<file path="config.mk">
export PLATFORM = sky130hd
export DESIGN_NAME = imem_load_fetch_ctrl
export DESIGN_NICKNAME = d
export VERILOG_FILES = /design/src/rtl/imem_load_fetch_ctrl.sv
export SDC_FILE = /design/constraint.sdc
export NUM_CORES = 1
export LEC_CHECK = 0
export CAP_MARGIN = 10
export CORE_ASPECT_RATIO = 1.5
export CORE_MARGIN = 1.5
export CORE_UTILIZATION = 33
export DETAILED_ROUTE_END_ITERATION = 7
export GPL_ROUTABILITY_DRIVEN = 1
export MAX_ROUTING_LAYER = met4
export PLACE_DENSITY_LB_ADDON = 0.2
export RECOVER_POWER = 25
export SYNTH_ARGS = -nofsm -noshare
export SYNTH_HDL_FRONTEND = slang
export SYNTH_SLANG_ARGS = --single-unit
</file>
<file path="constraint.sdc">
create_clock -name clk -period 2.35 [get_ports clk]
set_input_delay 0.3525 -clock clk [delete_from_list [all_inputs] [get_ports clk]]
set_output_delay 0.3525 -clock clk [all_outputs]
set_load 0.02 [all_outputs]
</file>
<file path="src/rtl/imem_load_fetch_ctrl.sv">
// imem_load_fetch_ctrl: owns a single-port instruction memory.
// In LOAD it streams a program image from a valid/ready loader into memory
// from address 0, and in RUN it serves processor fetches with a fixed
// 1-cycle latency.
// Optional feature: define IMEM_FETCH_CHECK_EN to reject misaligned or
// out-of-range fetch addresses. A rejected fetch returns NOP_WORD with
// fetch_err set.
module imem_load_fetch_ctrl #(
    parameter int unsigned ADDR_W   = 16,
    parameter logic [31:0] NOP_WORD = 32'h0000_0000
) (
    input  logic              clk,
    input  logic              rst_n,
    input  logic              ld_start,
    input  logic              ld_valid,
    output logic              ld_ready,
    input  logic [31:0]       ld_data,
    input  logic              ld_last,
    input  logic              fetch_req,
    input  logic [31:0]       pc,
    output logic              fetch_valid,
    output logic [31:0]       inst,
    output logic              fetch_err,
    output logic              stall,
    output logic              mem_we,
    output logic [ADDR_W-1:0] mem_addr,
    output logic [31:0]       mem_wdata,
    input  logic [31:0]       mem_rdata,
    output logic              load_ovf,
    output logic [ADDR_W-2:0] words_loaded
);

    typedef enum logic [1:0] {IDLE, LOAD, RUN} state_t;

    // Address of the last word in memory; the load pointer never moves past it.
    localparam logic [ADDR_W-1:0] PTR_TOP = {{(ADDR_W-2){1'b1}}, 2'b00};

    state_t            state, state_nxt;
    logic [ADDR_W-1:0] ptr;
    logic              xfer;
    logic              at_top;
    logic              fetch_ok;
    logic              pc_bad;
    logic              valid_q;
    logic              err_q;

    // A restart in the same cycle takes precedence over a pending loader word.
    assign xfer     = (state == LOAD) && ld_valid && !ld_start;
    assign at_top   = (ptr == PTR_TOP);
    assign fetch_ok = (state == RUN) && fetch_req;

`ifdef IMEM_FETCH_CHECK_EN
    assign pc_bad = (pc[1:0] != 2'b00) || ((pc >> ADDR_W) != 32'd0);
`else
    assign pc_bad = 1'b0;
    logic unused_pc;
    assign unused_pc = ^{pc[31:ADDR_W], pc[1:0]};
`endif

    // State register
    always_ff @(posedge clk or negedge rst_n) begin
        if (!rst_n) state <= IDLE;
        else        state <= state_nxt;
    end

    // Next-state logic: ld_start always (re)enters LOAD
    always_comb begin
        state_nxt = state;
        case (state)
            IDLE: if (ld_start) state_nxt = LOAD;
            LOAD: begin
                if (ld_start)                         state_nxt = LOAD;
                else if (xfer && (ld_last || at_top)) state_nxt = RUN;
            end
            RUN:  if (ld_start) state_nxt = LOAD;
            default: state_nxt = IDLE;
        endcase
    end

    // Output logic: memory port ownership and handshake/stall per state
    always_comb begin
        ld_ready  = 1'b0;
        stall     = 1'b1;
        mem_we    = 1'b0;
        mem_addr  = '0;
        mem_wdata = '0;
        case (state)
            LOAD: begin
                ld_ready = 1'b1;
                if (xfer) begin
                    mem_we    = 1'b1;
                    mem_addr  = ptr;
                    mem_wdata = ld_data;
                end
            end
            RUN: begin
                stall = 1'b0;
                if (fetch_ok && !pc_bad) mem_addr = {pc[ADDR_W-1:2], 2'b00};
            end
            default: ;
        endcase
    end

    // Load pointer, word count, overflow flag and fetch-response pipeline
    always_ff @(posedge clk or negedge rst_n) begin
        if (!rst_n) begin
            ptr          <= '0;
            words_loaded <= '0;
            load_ovf     <= 1'b0;
            valid_q      <= 1'b0;
            err_q        <= 1'b0;
        end else begin
            // A fetch accepted in the cycle of ld_start still gets its response.
            valid_q <= fetch_ok;
            err_q   <= fetch_ok && pc_bad;
            if (ld_start) begin
                ptr          <= '0;
                words_loaded <= '0;
                load_ovf     <= 1'b0;
            end else if (xfer) begin
                words_loaded <= words_loaded + (ADDR_W-1)'(1);
                if (!at_top)
                    ptr <= ptr + ADDR_W'(4);
                else if (!ld_last)
                    load_ovf <= 1'b1;
            end
        end
    end

    assign fetch_valid = valid_q;
    assign fetch_err   = err_q;
    assign inst        = valid_q ? (err_q ? NOP_WORD : mem_rdata) : '0;

endmodule
</file>
==> flow_metrics.tcl, run 1 <==
set metrics [dict create \
    yosysTopAreaCell "dfrtp_1" \
    area_delta_synth_final_pct 84.2 \
    cts_hold_buf 0 \
    ys_ff_latch 33 \
    rrSetupSlack_ns 0.22 \
    drv_slew 0 \
    root_buffer "clkbuf_8" \
    synthFlopType "dfrtp_1" \
    die_w_um 73.1 \
    p_per_area_nw_per_um2 460 \
    cts_tree "done" \
    num_vias 2914 \
    regArea_sq_um 826 \
    n_antenna_cell 0 \
    vias_per_cell 4.95 \
    core_area_sq_um 7180 \
    path_class "flip-flop to output port" \
    grt-ovfl-total 0 \
    vdd_ir_drop_max_v 0.000241 \
    yosys_warnings 0 \
    layout.nets 596 \
    clk_latency_ns 0.29 \
    grt_pass1_vias 2676 \
    drv_cap 0 \
    min_to "load_ovf" \
    yosysTopAreaCellShare_pct 33.9 \
    synth_top_family_by_area "simple AND/OR/NAND/NOR gates" \
    synth_cells 295 \
    critPathCaptureType "output port" \
    holdPathStages 1 \
    die_h_um 108 \
    worstPathRequired_ns 2.00 \
    leakage_nw 2.03 \
    arrival_ns 1.87 \
    drt-initial-drc-count 129 \
    worst_r2r_path_depth 8 \
    p_total_mw 2.06 \
    wl_um 8590 \
    drive_gt1_share_pct 10.8 \
    hpwl_um 6810 \
    grt_antenna_before_repair 0 \
    clkTransAtPathRegs_ns 0.07 \
    synth.area.mux_share_pct 0.411 \
    ys_seq_area_share_pct 33.9 \
    wl_per_cell_um 14.6 \
    max_slew.worst_pin.slew_ns 0.852 \
    fillers 641 \
    synth_area_sq_um 2430 \
    whs_ns 0.508 \
    path_max_fanout 31 \
    synthArstFlopShare_pct 100 \
    period_minus_slack_ns 2.23 \
    syn_avg_cell_area_sq_um 8.25 \
    synth_edf_count 0 \
    grt_pass1_wl_um 13300 \
    gp_congestion 0.787 \
    io_pins 203 \
    reg2reg_to "ptr[14]" \
    synth.area.top_cells "dfrtp_1 34%, and2_1 9.0%, and3_1 8.5%" \
    fp-row-count 38 \
    min_from "load_ovf" \
    synth_compound_area_share_pct 14.9 \
    cp-start-kind "flip-flop" \
    antenna_left 0 \
    multi_input_area_sq_um 1490 \
    fin_crit_sh_pct 94.8 \
    rsz0062_at_grt "false" \
    setup-violations-final 0 \
    htree_levels 2 \
    drc 0 \
    max_slew_margin_pct 43.2 \
    max_freq_mhz 449 \
    synth_fa_ha_area_share_pct 3.08 \
    synth_xor_area_share_pct 3.60 \
    r2r_start "state[1]" \
    dieArea_sq_um 7910 \
    track_usage_pct 21.9 \
    status "finished, final reports clean" \
    clock_skew_ns 0.00615 \
    initial_core_util_pct 33.9 \
    clockBufferDepth 2 \
    first_pass_iters 5 \
    numCtsBuffers 5 \
    finalHoldViolations 0 \
    hold_class "flip-flop to flip-flop" \
    grt_max_degree 41 \
    io_buffers 181 \
    cts_sinks 33 \
    yosys.area_share.simple_pct 38.6 \
    yosysUniqueCellTypes 37 \
]
==> layout by cell type, fill, tap and decap left out, types with 2 or more instances in the layout <==
cell,netlist,routed
xnor2_1,7,7
or4_1,5,5
buf_12,0,3
xor2_1,3,3
nor3_1,4,4
o21a_1,4,4
buf_4,3,22
a22oi_1,14,14
dfrtp_1,33,33
conb_1,1,3
a21oi_1,15,15
clkinv_2,0,2
inv_1,7,7
o31a_1,2,2
dlygate4sd2_1,0,32
o31ai_1,6,6
clkbuf_8,0,5
o311ai_0,2,2
ha_1,6,5
and2_1,35,34
nor4_1,7,7
and4_1,3,3
clkbuf_1,19,2
nand3_1,5,5
nor2_1,13,13
or3_1,9,9
nand4_1,5,5
clkdlybuf4s50_1,0,133
o21ai_0,8,8
o41ai_1,2,2
nor2b_1,14,14
clkbuf_2,0,15
nand2_1,20,21
and3_1,33,33
==> routing by layer <==
| layer | wire length [um] | track usage, % | part of all wire [%] |
|---|---|---|---|
| met5 | 0 | - | 0 |
| met4 | 133 | 6.06 | 1.5 |
| met2 | 4550 | 38.3 | 53 |
| met1 | 3400 | 25.3 | 40 |
| met3 | 513 | 4.01 | 6.0 |
==> critical path, cell delays in order (launching register included) <==
cell	delay [ns]
dfrtp_1	0.38
inv_1	0.08
ha_2	0.22
and2_1	0.21
buf_12	0.18
and3_1	0.16
dlygate4sd2_1	0.35
==> cells in the mapped netlist (all sizes together) (4+ instances only) <==
cell type and count:
a21oi 15, a22oi 14, and2 35, and3 33, buf 5, clkbuf 19, dfrtp 33, ha 6
inv 7, nand2 21, nand3 6, nand4 6, nor2 13, nor2b 14, nor3 4, nor4 8
o21a 4, o21ai 8, o31ai 6, or3 10, or4 5, xnor2 7
==> per-stage QoR <==
stage          setup TNS [ns]  std cells  utilization (%)  instance area [sq um]  setup WS, ns
3_5_place_dp            -4.75        579             62.7                   4500        -0.175
6_report                    0        589             62.4                   4480         0.123
5_1_grt                     0        589             62.4                   4480        0.0143
2_1_floorplan               0        297                -                   2440        0.0579
3_3_place_gp            -4.36        579             62.7                   4500        -0.170
4_1_cts                     0        588             63.2                   4540        0.0129
==> state kept, by name (all words and copies together) (netlist names) <==
register,flops
state,2
fetch_valid,1
load_ovf,1
ptr,14
words_loaded,15
==> layout make-up <==
| class | count | share of cell area [%] |
|---|---|---|
| clock buffer | 6 | 1.62 |
| sequential | 33 | 18.4 |
| tap | 100 | 2.79 |
| inverter | 7 | 0.586 |
| clock inverter | 2 | 0.223 |
| timing repair buffer | 208 | 43.2 |
| multi-input combinational | 233 | 33.1 |
==> timing repair <==
item / CTS / global route
setup endpoints to repair: 47 / 15
gates resized for setup: 48 / 28
setup buffers: 1 / 1
==> cells by family after synthesis <==
kind of cell,after synthesis
muxes,1
buffers and inverters,31
other,1
DFF,33
AOI/OAI and AO/OA,55
and+or+nand+nor,158
xor gates and xnor gates,10
adders and majority gates,6
==> power by group <==
| group | internal, mW | switching, mW |
|---|---|---|
| clock network | 0.205 | 0.220 |
| registers | 0.596 | 0.0314 |
| logic | 0.531 | 0.479 |
| total | 1.33 | 0.731 |
==> worst max-delay path by stage <==
stage | start | to | depth (start not counted) | slack (ns)
2_1_floorplan | state[1] | mem_addr[10] | 7 | 0.06
3_3_place_gp | ld_valid | mem_addr[6] | 7 | -0.17
3_5_place_dp | ld_valid | mem_addr[6] | 7 | -0.17
4_1_cts | state[1] | mem_we | 6 | 0.01
5_1_grt | state[0] | mem_addr[14] | 7 | 0.01
6_report | state[1] | mem_wdata[16] | 6 | 0.12
Power figures use the tool's default switching activity.
==> inputs of run 2 (changes only) <==
Settings changed: CORE_MARGIN 1.5 to 2.
==> flow_metrics.tcl, run 2 (synthesis gave the netlist of run 1 again) <==
set metrics [dict create \
    status "finished, final reports clean" \
    worstPathRequired_ns 2.00 \
    period_minus_slack_ns 2.28 \
    initial_core_util_pct 33.9 \
    p_seq_share_pct 28.8 \
    gp_congestion 0.787 \
    num_vias 2907 \
    grt-ovfl-total 0 \
    antenna_left 0 \
    clockBufferDepth 2 \
    dp_cells 575 \
    area_delta_synth_final_pct 84.4 \
    layout.nets 590 \
    die_h_um 109 \
    finalHoldViolations 0 \
    clkTransAtPathRegs_ns 0.08 \
    rsz0062_at_grt "false" \
    clock_skew_ns 0.00702 \
    grt_pass1_vias 2590 \
    reg.largest.list "words_loaded (15), ptr (14), state (2)" \
    stdcell_area_sq_um 4490 \
    io_pins 203 \
    fp-row-count 38 \
    io_buffers 181 \
    p_total_mw 2.18 \
    hpwl_um 6960 \
    first_pass_iters 4 \
    leakage_nw 1.92 \
    clkPwrFrac_pct 26.1 \
    critPathCaptureType "output port" \
    n_antenna_cell 0 \
    setup_ws_ns 0.0682 \
    vias_per_cell 4.99 \
    post_cts_buffers 0 \
    regMostFlops "words_loaded" \
    grt_pass1_wl_um 13200 \
    p_switching_mw 0.739 \
    track_usage_pct 21.6 \
    whs_ns 0.508 \
    worstSetupStartpoint "ld_valid" \
    cts_tree "done" \
    drive_gt1_share_pct 11.2 \
    hold_class "flip-flop to flip-flop" \
    grt_max_degree 35 \
    r2r_start "state[1]" \
    clk_latency_ns 0.28 \
    cts_sinks 33 \
    rrSetupSlack_ns 0.21 \
    holdPathStages 1 \
    die_w_um 74.1 \
    layout_common_cells "133 x clkdlybuf4s50_1, 35 x and2_1, 33 x and3_1, 33 x dfrtp_1, 25 x clkdlybuf4s15_1" \
    core_area_sq_um 7180 \
    dieArea_sq_um 8090 \
    pwr-share-comb_pct 45.1 \
    max_slew.worst_pin.slew_ns 0.860 \
    setup-violations-final 0 \
    wl_per_cell_um 15.1 \
    dpl_cell_area_sq_um 4470 \
    cts_hold_buf 0 \
    layout_commonest_cell "clkdlybuf4s50_1" \
    drt-initial-drc-count 186 \
    worst_r2r_path_depth 7 \
    path_class "input pin to output port" \
    fin_setup_tns_ns 0 \
    cp-start-kind "input pin" \
    arrival_ns 1.93 \
    post-route-util_pct 62.5 \
    final_cell_count_no_fill 583 \
    largest_reg_flops 15 \
    fin_crit_sh_pct 97.1 \
    dpl_worst_slack_ns -0.207 \
    drv_cap 0 \
    numCtsBuffers 5 \
    p_per_area_nw_per_um2 485 \
    reg2reg_to "ptr[10]" \
    wl_um 8780 \
    min_to "load_ovf" \
    max_freq_mhz 438 \
    htree_levels 2 \
    root_buffer "clkbuf_8" \
    switching_share_pct 33.9 \
    path_max_fanout 34 \
    drc 0 \
    p_int_mw 1.44 \
    max_slew_margin_pct 42.7 \
    min_from "load_ovf" \
    drv_slew 0 \
    vdd_ir_drop_max_v 0.000382 \
    grt_antenna_before_repair 0 \
]
==> run 2: cell count changes in the layout (fill, tap and decap cells not counted), moves of 2 or more <==
cell,previous run,this run
dlygate4sd2_1,32,1
clkdlybuf4s15_1,0,25
buf_4,22,16
clkbuf_2,15,21
clkinv_2,2,0
==> run 2: power groups by stage <==
stage                     combinational (mW)  sequential [mW]  clock (mW)
after global routing                    1.06            0.633       0.593
final                                  0.982            0.628       0.568
after detailed placement                1.02            0.639           0
after floorplan                        0.472            0.649           0
after global placement                 0.998            0.636           0
after CTS                              0.979            0.628       0.572
==> run 2: worst max-delay path by stage <==
stage	end	slack, ns	depth (start not counted)
finish	mem_wdata[4]	0.07	6
CTS	mem_we	0.004	6
global route	mem_wdata[15]	0.0008	6
detailed placement	mem_wdata[25]	-0.21	6
global placement	mem_addr[3]	-0.20	7
floorplan	mem_addr[10]	0.06	7
==> run 2: per-layer routing <==
layer,vias up,routed length [um],part of all wire [%],global-route usage [%]
met2,116,4520,52,36.7
met4,0,103,1.2,5.19
met1,1358,3530,40,26.0
met3,8,620,7.1,4.25
li1,1425,-,-,-
met5,-,0,0,-
==> run 2: layout make-up <==
cell class / instances / area, sq um
inverter: 7 / 26.3
clock buffer: 7 / 86.3
clock inverter: 1 / 30.0
multi-input combinational: 233 / 1490
sequential: 33 / 826
timing repair buffer: 202 / 1910
fill: 619 / 2690
tap: 100 / 125
==> run 2: what timing repair did <==
action / CTS / global route
hold endpoints to repair: 0 / 0
setup endpoints to repair: 46 / 46
gates resized for setup: 46 / 67
==> run 2: worst max-delay path: stages <==
cell	delay, ns
clkdlybuf4s50_1	0.57
buf_4	0.16
and2_1	0.18
buf_12	0.18
and3_1	0.16
dlygate4sd2_1	0.32
